--- config.mk ---
export PLATFORM = sky130hd
export DESIGN_NAME = lut_neuron_loader
export DESIGN_NICKNAME = d
export VERILOG_FILES = /design/src/rtl/lut_neuron_pkg.sv /design/src/rtl/lut_neuron_ram.sv /design/src/rtl/lut_neuron_loader.sv
export SDC_FILE = /design/constraint.sdc
export NUM_CORES = 1
export LEC_CHECK = 0
export ABC_AREA = 0
export ABC_CLOCK_PERIOD_IN_PS = 1700
export CAP_MARGIN = 20
export CORE_UTILIZATION = 50
export CTS_BUF_LIST = sky130_fd_sc_hd__clkbuf_4 sky130_fd_sc_hd__clkbuf_8
export CTS_CLUSTER_SIZE = 25
export DETAILED_ROUTE_END_ITERATION = 7
export GPL_ROUTABILITY_DRIVEN = 0
export GPL_TIMING_DRIVEN = 0
export MAX_ROUTING_LAYER = met4
export PLACE_DENSITY = 0.73
export SYNTH_ARGS = -nofsm -noshare
export SYNTH_HDL_FRONTEND = slang
export SYNTH_SLANG_ARGS = --single-unit
--- constraint.sdc ---
create_clock -name clk -period 1.7 [get_ports clk]
set_input_delay 0.51 -clock clk [delete_from_list [all_inputs] [get_ports clk]]
set_output_delay 0.51 -clock clk [all_outputs]
set_load 0.01 [all_outputs]
--- src/rtl/lut_neuron_pkg.sv ---
// Shared types and sizing helpers for the runtime-writable LUT neuron.
package lut_neuron_pkg;

  typedef enum logic [1:0] {
    IDLE = 2'd0,
    LOAD = 2'd1,
    RUN  = 2'd2
  } state_e;

  // Number of CFG_W beats needed to fill a 2^in_w x out_w table.
  function automatic int calc_beats(input int in_w, input int out_w, input int cfg_w);
    return ((1 << in_w) * out_w) / cfg_w;
  endfunction

  function automatic int cnt_width(input int beats);
    return (beats > 1) ? $clog2(beats) : 1;
  endfunction

  // Entry a sits at flat bits a*out_w .. a*out_w+out_w-1; beat k bit j is flat bit k*cfg_w+j.
  function automatic int entry_lsb(input int addr, input int out_w);
    return addr * out_w;
  endfunction

endpackage

--- src/rtl/lut_neuron_ram.sv ---
// Truth-table storage: word-written by config beats, bit-read by inference.
// LUT_NEURON_READBACK_EN adds a word-wide readback port.
module lut_neuron_ram
  import lut_neuron_pkg::*;
#(
  parameter int IN_W  = 6,
  parameter int OUT_W = 1,
  parameter int CFG_W = 8,
  localparam int BEATS = calc_beats(IN_W, OUT_W, CFG_W),
  localparam int CNT_W = cnt_width(BEATS)
) (
  input  logic             clk,
  input  logic             we,
  input  logic [CNT_W-1:0] waddr,
  input  logic [CFG_W-1:0] wdata,
  input  logic [IN_W-1:0]  raddr,
  output logic [OUT_W-1:0] rdata
`ifdef LUT_NEURON_READBACK_EN
  ,
  input  logic [CNT_W-1:0] rb_addr,
  output logic [CFG_W-1:0] rb_rdata
`endif
);

  logic [BEATS-1:0][CFG_W-1:0] mem_q;
  logic [BEATS*CFG_W-1:0]      flat;

  // No reset: contents are undefined until a full image is written.
  always_ff @(posedge clk) begin
    if (we) mem_q[waddr] <= wdata;
  end

  assign flat  = mem_q;
  assign rdata = flat[entry_lsb(int'(raddr), OUT_W) +: OUT_W];

`ifdef LUT_NEURON_READBACK_EN
  assign rb_rdata = mem_q[rb_addr];
`endif

endmodule

--- src/rtl/lut_neuron_loader.sv ---
// Loader FSM + registered inference for a runtime-writable LUT neuron.
// Optional LUT_NEURON_READBACK_EN streams the loaded image back out.
module lut_neuron_loader
  import lut_neuron_pkg::*;
#(
  parameter int IN_W  = 6,
  parameter int OUT_W = 1,
  parameter int CFG_W = 8
) (
  input  logic             clk,
  input  logic             rst,
  input  logic             cfg_start,
  input  logic             cfg_valid,
  input  logic [CFG_W-1:0] cfg_data,
  output logic             cfg_ready,
  output logic             cfg_done,
  output logic             loaded,
  input  logic             in_valid,
  input  logic [IN_W-1:0]  in_data,
  output logic             out_valid,
  output logic [OUT_W-1:0] out_data
`ifdef LUT_NEURON_READBACK_EN
  ,
  input  logic             rb_start,
  output logic             rb_valid,
  input  logic             rb_ready,
  output logic [CFG_W-1:0] rb_data
`endif
);

  localparam int DEPTH = 1 << IN_W;
  localparam int BEATS = calc_beats(IN_W, OUT_W, CFG_W);
  localparam int CNT_W = cnt_width(BEATS);
  localparam logic [CNT_W-1:0] LAST = CNT_W'(BEATS - 1);

  if (((DEPTH * OUT_W) % CFG_W) != 0) begin : g_bad_cfg_w
    $error("lut_neuron_loader: DEPTH*OUT_W must be a multiple of CFG_W");
  end

  state_e           state_q, state_d;
  logic [CNT_W-1:0] cnt_q, cnt_d;
  logic             loaded_q, loaded_d;
  logic             done_q, done_d;
  logic             ready_q, ready_d;
  logic             out_valid_q, out_valid_d;
  logic [OUT_W-1:0] out_data_q, out_data_d;
  logic [OUT_W-1:0] rd;
  logic             accept;

  // cfg_start wins over a same-cycle beat, so that beat is neither written nor counted.
  assign accept = cfg_valid & ready_q & ~cfg_start;

  always_comb begin
    state_d  = state_q;
    cnt_d    = cnt_q;
    loaded_d = loaded_q;
    done_d   = 1'b0;
    case (state_q)
      IDLE: begin
        if (cfg_start) begin
          state_d = LOAD;
          cnt_d   = '0;
        end
      end
      LOAD: begin
        if (cfg_start) begin
          cnt_d = '0;
        end else if (accept) begin
          if (cnt_q == LAST) begin
            state_d  = RUN;
            loaded_d = 1'b1;
            done_d   = 1'b1;
          end else begin
            cnt_d = cnt_q + CNT_W'(1);
          end
        end
      end
      RUN: begin
        if (cfg_start) begin
          state_d  = LOAD;
          cnt_d    = '0;
          loaded_d = 1'b0;
        end
      end
      default: begin
        state_d  = IDLE;
        cnt_d    = '0;
        loaded_d = 1'b0;
      end
    endcase
    ready_d     = (state_d == LOAD);
    out_valid_d = in_valid & loaded_q;
    out_data_d  = out_valid_d ? rd : '0;
  end

`ifdef LUT_NEURON_READBACK_EN
  logic             rb_valid_q, rb_valid_d;
  logic [CNT_W-1:0] rb_cnt_q, rb_cnt_d;
  logic [CFG_W-1:0] rb_rdata;

  always_comb begin
    rb_valid_d = rb_valid_q;
    rb_cnt_d   = rb_cnt_q;
    if (cfg_start) begin
      rb_valid_d = 1'b0;
    end else if (rb_valid_q) begin
      if (rb_ready) begin
        if (rb_cnt_q == LAST) rb_valid_d = 1'b0;
        else                  rb_cnt_d   = rb_cnt_q + CNT_W'(1);
      end
    end else if (rb_start && loaded_q && state_q == RUN) begin
      rb_valid_d = 1'b1;
      rb_cnt_d   = '0;
    end
  end

  always_ff @(posedge clk or posedge rst) begin
    if (rst) begin
      rb_valid_q <= 1'b0;
      rb_cnt_q   <= '0;
    end else begin
      rb_valid_q <= rb_valid_d;
      rb_cnt_q   <= rb_cnt_d;
    end
  end

  // Table is only written in LOAD, so the word is stable while the sink stalls.
  assign rb_valid = rb_valid_q;
  assign rb_data  = rb_valid_q ? rb_rdata : '0;
`endif

  always_ff @(posedge clk or posedge rst) begin
    if (rst) begin
      state_q     <= IDLE;
      cnt_q       <= '0;
      loaded_q    <= 1'b0;
      done_q      <= 1'b0;
      ready_q     <= 1'b0;
      out_valid_q <= 1'b0;
      out_data_q  <= '0;
    end else begin
      state_q     <= state_d;
      cnt_q       <= cnt_d;
      loaded_q    <= loaded_d;
      done_q      <= done_d;
      ready_q     <= ready_d;
      out_valid_q <= out_valid_d;
      out_data_q  <= out_data_d;
    end
  end

  lut_neuron_ram #(
    .IN_W (IN_W),
    .OUT_W(OUT_W),
    .CFG_W(CFG_W)
  ) u_ram (
    .clk     (clk),
    .we      (accept),
    .waddr   (cnt_q),
    .wdata   (cfg_data),
    .raddr   (in_data),
    .rdata   (rd)
`ifdef LUT_NEURON_READBACK_EN
    ,
    .rb_addr (rb_cnt_q),
    .rb_rdata(rb_rdata)
`endif
  );

  assign cfg_ready = ready_q;
  assign cfg_done  = done_q;
  assign loaded    = loaded_q;
  assign out_valid = out_valid_q;
  assign out_data  = out_data_q;

endmodule

==> summary.md <==
| Metric | Value |
|---|---|
| Status | `finished, violations left` |
| Failing checks | `setup timing` |
| Row count | `28` |
| Max_slew headroom | `70.9%` |
| Clock latency on the worst-skew pair | `0.33 ns` |
| Final hold violation count | `0` |
| H-tree levels | `3` |
| Syn Inst Count | `175` |
| Hold crit path type | `in2async` |
| P_int | `2.94 mW` |
| GRT busiest layer | `met2` |
| PwrDens | `978 nW/um^2` |
| Comb power frac | `between 7 and 8%` |
| Hold buffer count at cts | `0` |
| Register Area | `between 2000 and 2500 sq um` |
| Max clock buf depth | `2` |
| Critical path required time | `1.90 ns` |
| Final core occ | `63.5%` |
| Post-synthesis cell type count | `38` |
| Multi-input gate area | `between 900 and 1000 sq um` |
| Worst setup margin | `-0.0618 ns` |
| Ranking of synthesized cells by area | `edfxtp_1 (62%), dfrtp_1 (8.1%), mux4_2 (4.4%)` |
| Skew final | `0.00819 ns` |
| Vias | `~1700` |
| First-pass GRT wire length | `approximately 9500 um` |
| Leak Pwr | `between 1 and 1.5 nW` |
| Nets | `approximately 230` |
| Commonest non-fill, non-tap cell in the layout | `edfxtp_1` |
| Diodes inserted | `0` |
| Nature of the critical path endpoint | `flop` |
| Final Instance Area | `around 3800 sq um` |
| Via-to-Cell Ratio | `5.84` |
| Full die area | `6470 sq um` |
| # DRC | `0` |
| Slew @ Worst Pin | `0.435 ns` |
| Clock group share of total power | `37.8%` |
| RSZ-0062 raised after global routing | `yes` |
| Yosys top cell area share | `62.5%` |
| Number of global-route vias before repair | `1810` |
| WHS | `0.445 ns` |
| Hpwl dp | `3930 um` |
| FMAX | `568 MHz` |
| Total power | `3.68 mW` |
| Met1 Usage GRT | `26.1%` |
| Cell Area, Synth | `about 3100 sq um` |
| Top FF cell, synth | `edfxtp_1` |
| Overall routed net length | `6080 um` |
| Period utilization | `104%` |
| Chip height | `between 80 and 90 um` |
| GR Layer Usage met2 | `34.8%` |
| FF+latch count, synth | `74` |
| Final setup fails | `1` |
| Final ANT Viol Nets | `0` |
| Cts bufs inserted | `9` |
| Max-cap violations | `0` |
| P&R area growth vs syn | `22.1%` |
| First-pass iteration count of the detailed router | `5` |
| CTS root buffer | `clkbuf_8` |
| Clock sink total | `74` |
| # IOs | `24` |
| Die Width | `around 80 um` |
| Most frequent cells in the layout | `edfxtp_1 (64), mux2i_1 (12), clkbuf_8 (11), clkdlybuf4s50_1 (11), nor2_1 (10)` |
| Core area | `a little under 6000 sq um` |
| Antenna violations before repair | `0` |
| Post-synth EDFFs | `64` |
| Crit path max fanout | `6` |
| Psw | `736 uW` |
| Post-synthesis async set-or-reset flop share | `13.5%` |
| CP arrival | `1.97 ns` |
| Layout Cells excl Fill | `293` |
| Largest net degree at the start of global routing | `12` |
| Routing usage on met3 | `about 5.6%` |
| Post-detailed-route wirelength per cell | `around 21 um` |
| Final TNS setup | `-0.0618 ns` |
| CTS tree | `built` |
| Minimum clock period | `1.76 ns` |
| Setup CP Type | `in2reg` |
| Ratio of cells with drive above 1 in the final layout | `27.1%` |
| FILL cells | `410` |
| Post-synthesis sequential area ratio | `70.6%` |
| Initial DRC Count | `between 100 and 150` |
| Total grt overflow | `0` |
| Total track usage | `22.1%` |
| Net Sw Frac | `20.0%` |
| IO Port Bufs | `21` |
| Sequential Power Share | `54.6%` |
| Slew Viols, Final | `0` |
| Startpoint Class | `input pin` |
| Syn. warnings | `0` |
| Post-synth top area cell | `edfxtp_1` |
| Initial core utilization | `between 50% and 60%` |
| Area after DPL | `3410 sq um` |
| Dpl ws | `-0.938 ns` |
| Placed insts | `271` |
| Max VDD drop | `0.585 mV` |
| Syn_area_per_cell | `17.6 sq um` |
| CTS clk-pin slew, worst paths | `0.07 ns` |
| Synth Net Count | `196` |
[cells by family after synthesis]
kind of cell | after synthesis | share of synthesized area [%]
flip-flops | 74 | 70.6
AND/OR/NAND/NOR | 47 | 8.38
multiplexers | 24 | 12.9
AO/OA/AOI/OAI | 18 | 4.23
buffers and inverters | 10 | 3.05
adder cells (fa/ha/maj) | 2 | 0.813
[state kept, by name (all words and copies together) (netlist names)]
signal,flops
u_ram.flat,64
cnt_q,3
state_q,2
cfg_done,1
cfg_ready,1
loaded,1
out_data,1
out_valid,1
[metal layers]
layer | share of wire [%] | routed length (um) | vias up
li1 | - | - | 773
met3 | 8.1 | 493 | 10
met5 | 0 | 0 | -
met4 | 2.0 | 119 | 0
met1 | 38 | 2320 | 839
met2 | 52 | 3150 | 89
[synth_stat cells (3+ instances only)]
cell,instances
mux2i_1,12
nand4_1,3
a21oi_1,3
mux4_2,6
mux4_1,5
buf_6,3
a31oi_1,4
dfrtp_1,10
edfxtp_1,64
nor2_1,16
a22oi_1,3
inv_1,3
nand3b_1,5
nand2_1,8
[layout make-up]
cell class,count,area share [%]
Sequential cell,74,57.8
Multi-Input combinational cell,91,24.0
Timing Repair Buffer,27,7.19
Clock buffer,14,4.63
Buffer,7,2.60
Tap cell,75,2.50
Clock inverter,2,0.932
Inverter,3,0.300
[critical path, cell delays in order]
cell	delay (ns)
buf_6	0.09
buf_12	0.11
mux4_2	0.48
or2_1	0.25
a31oi_1	0.16
a31oi_1	0.11
a41o_1	0.25
[worst paths after layout]
kind	start	end	slack (ns)	cells after the start
max	in_data[1]	out_data	-0.06	7
min	rst	cnt_q[0]	0.44	2
max reg2reg	u_ram.flat[55]	out_data	-0.04	5
min reg2reg	loaded	loaded	0.54	1
max in group asynchronous	rst	cnt_q[1]	0.97	2
min in group clk	loaded	loaded	0.54	1
[power by group through the flow]
stage	registers, mW	clock network, mW	logic (mW)
6_report	2.01	1.39	0.276
5_1_grt	2.01	1.50	0.295
4_1_cts	2.01	1.41	0.267
3_5_place_dp	2.05	0	0.243
3_3_place_gp	2.05	0	0.234
2_1_floorplan	2.04	0	0.140
[timing repair]
action,in CTS,in global routing
buffers inserted,5,1
resized for setup,31,6
setup endpoints to repair,73,2
pin swaps,7,5
Note: power is estimated with default switching activity, not from simulation.
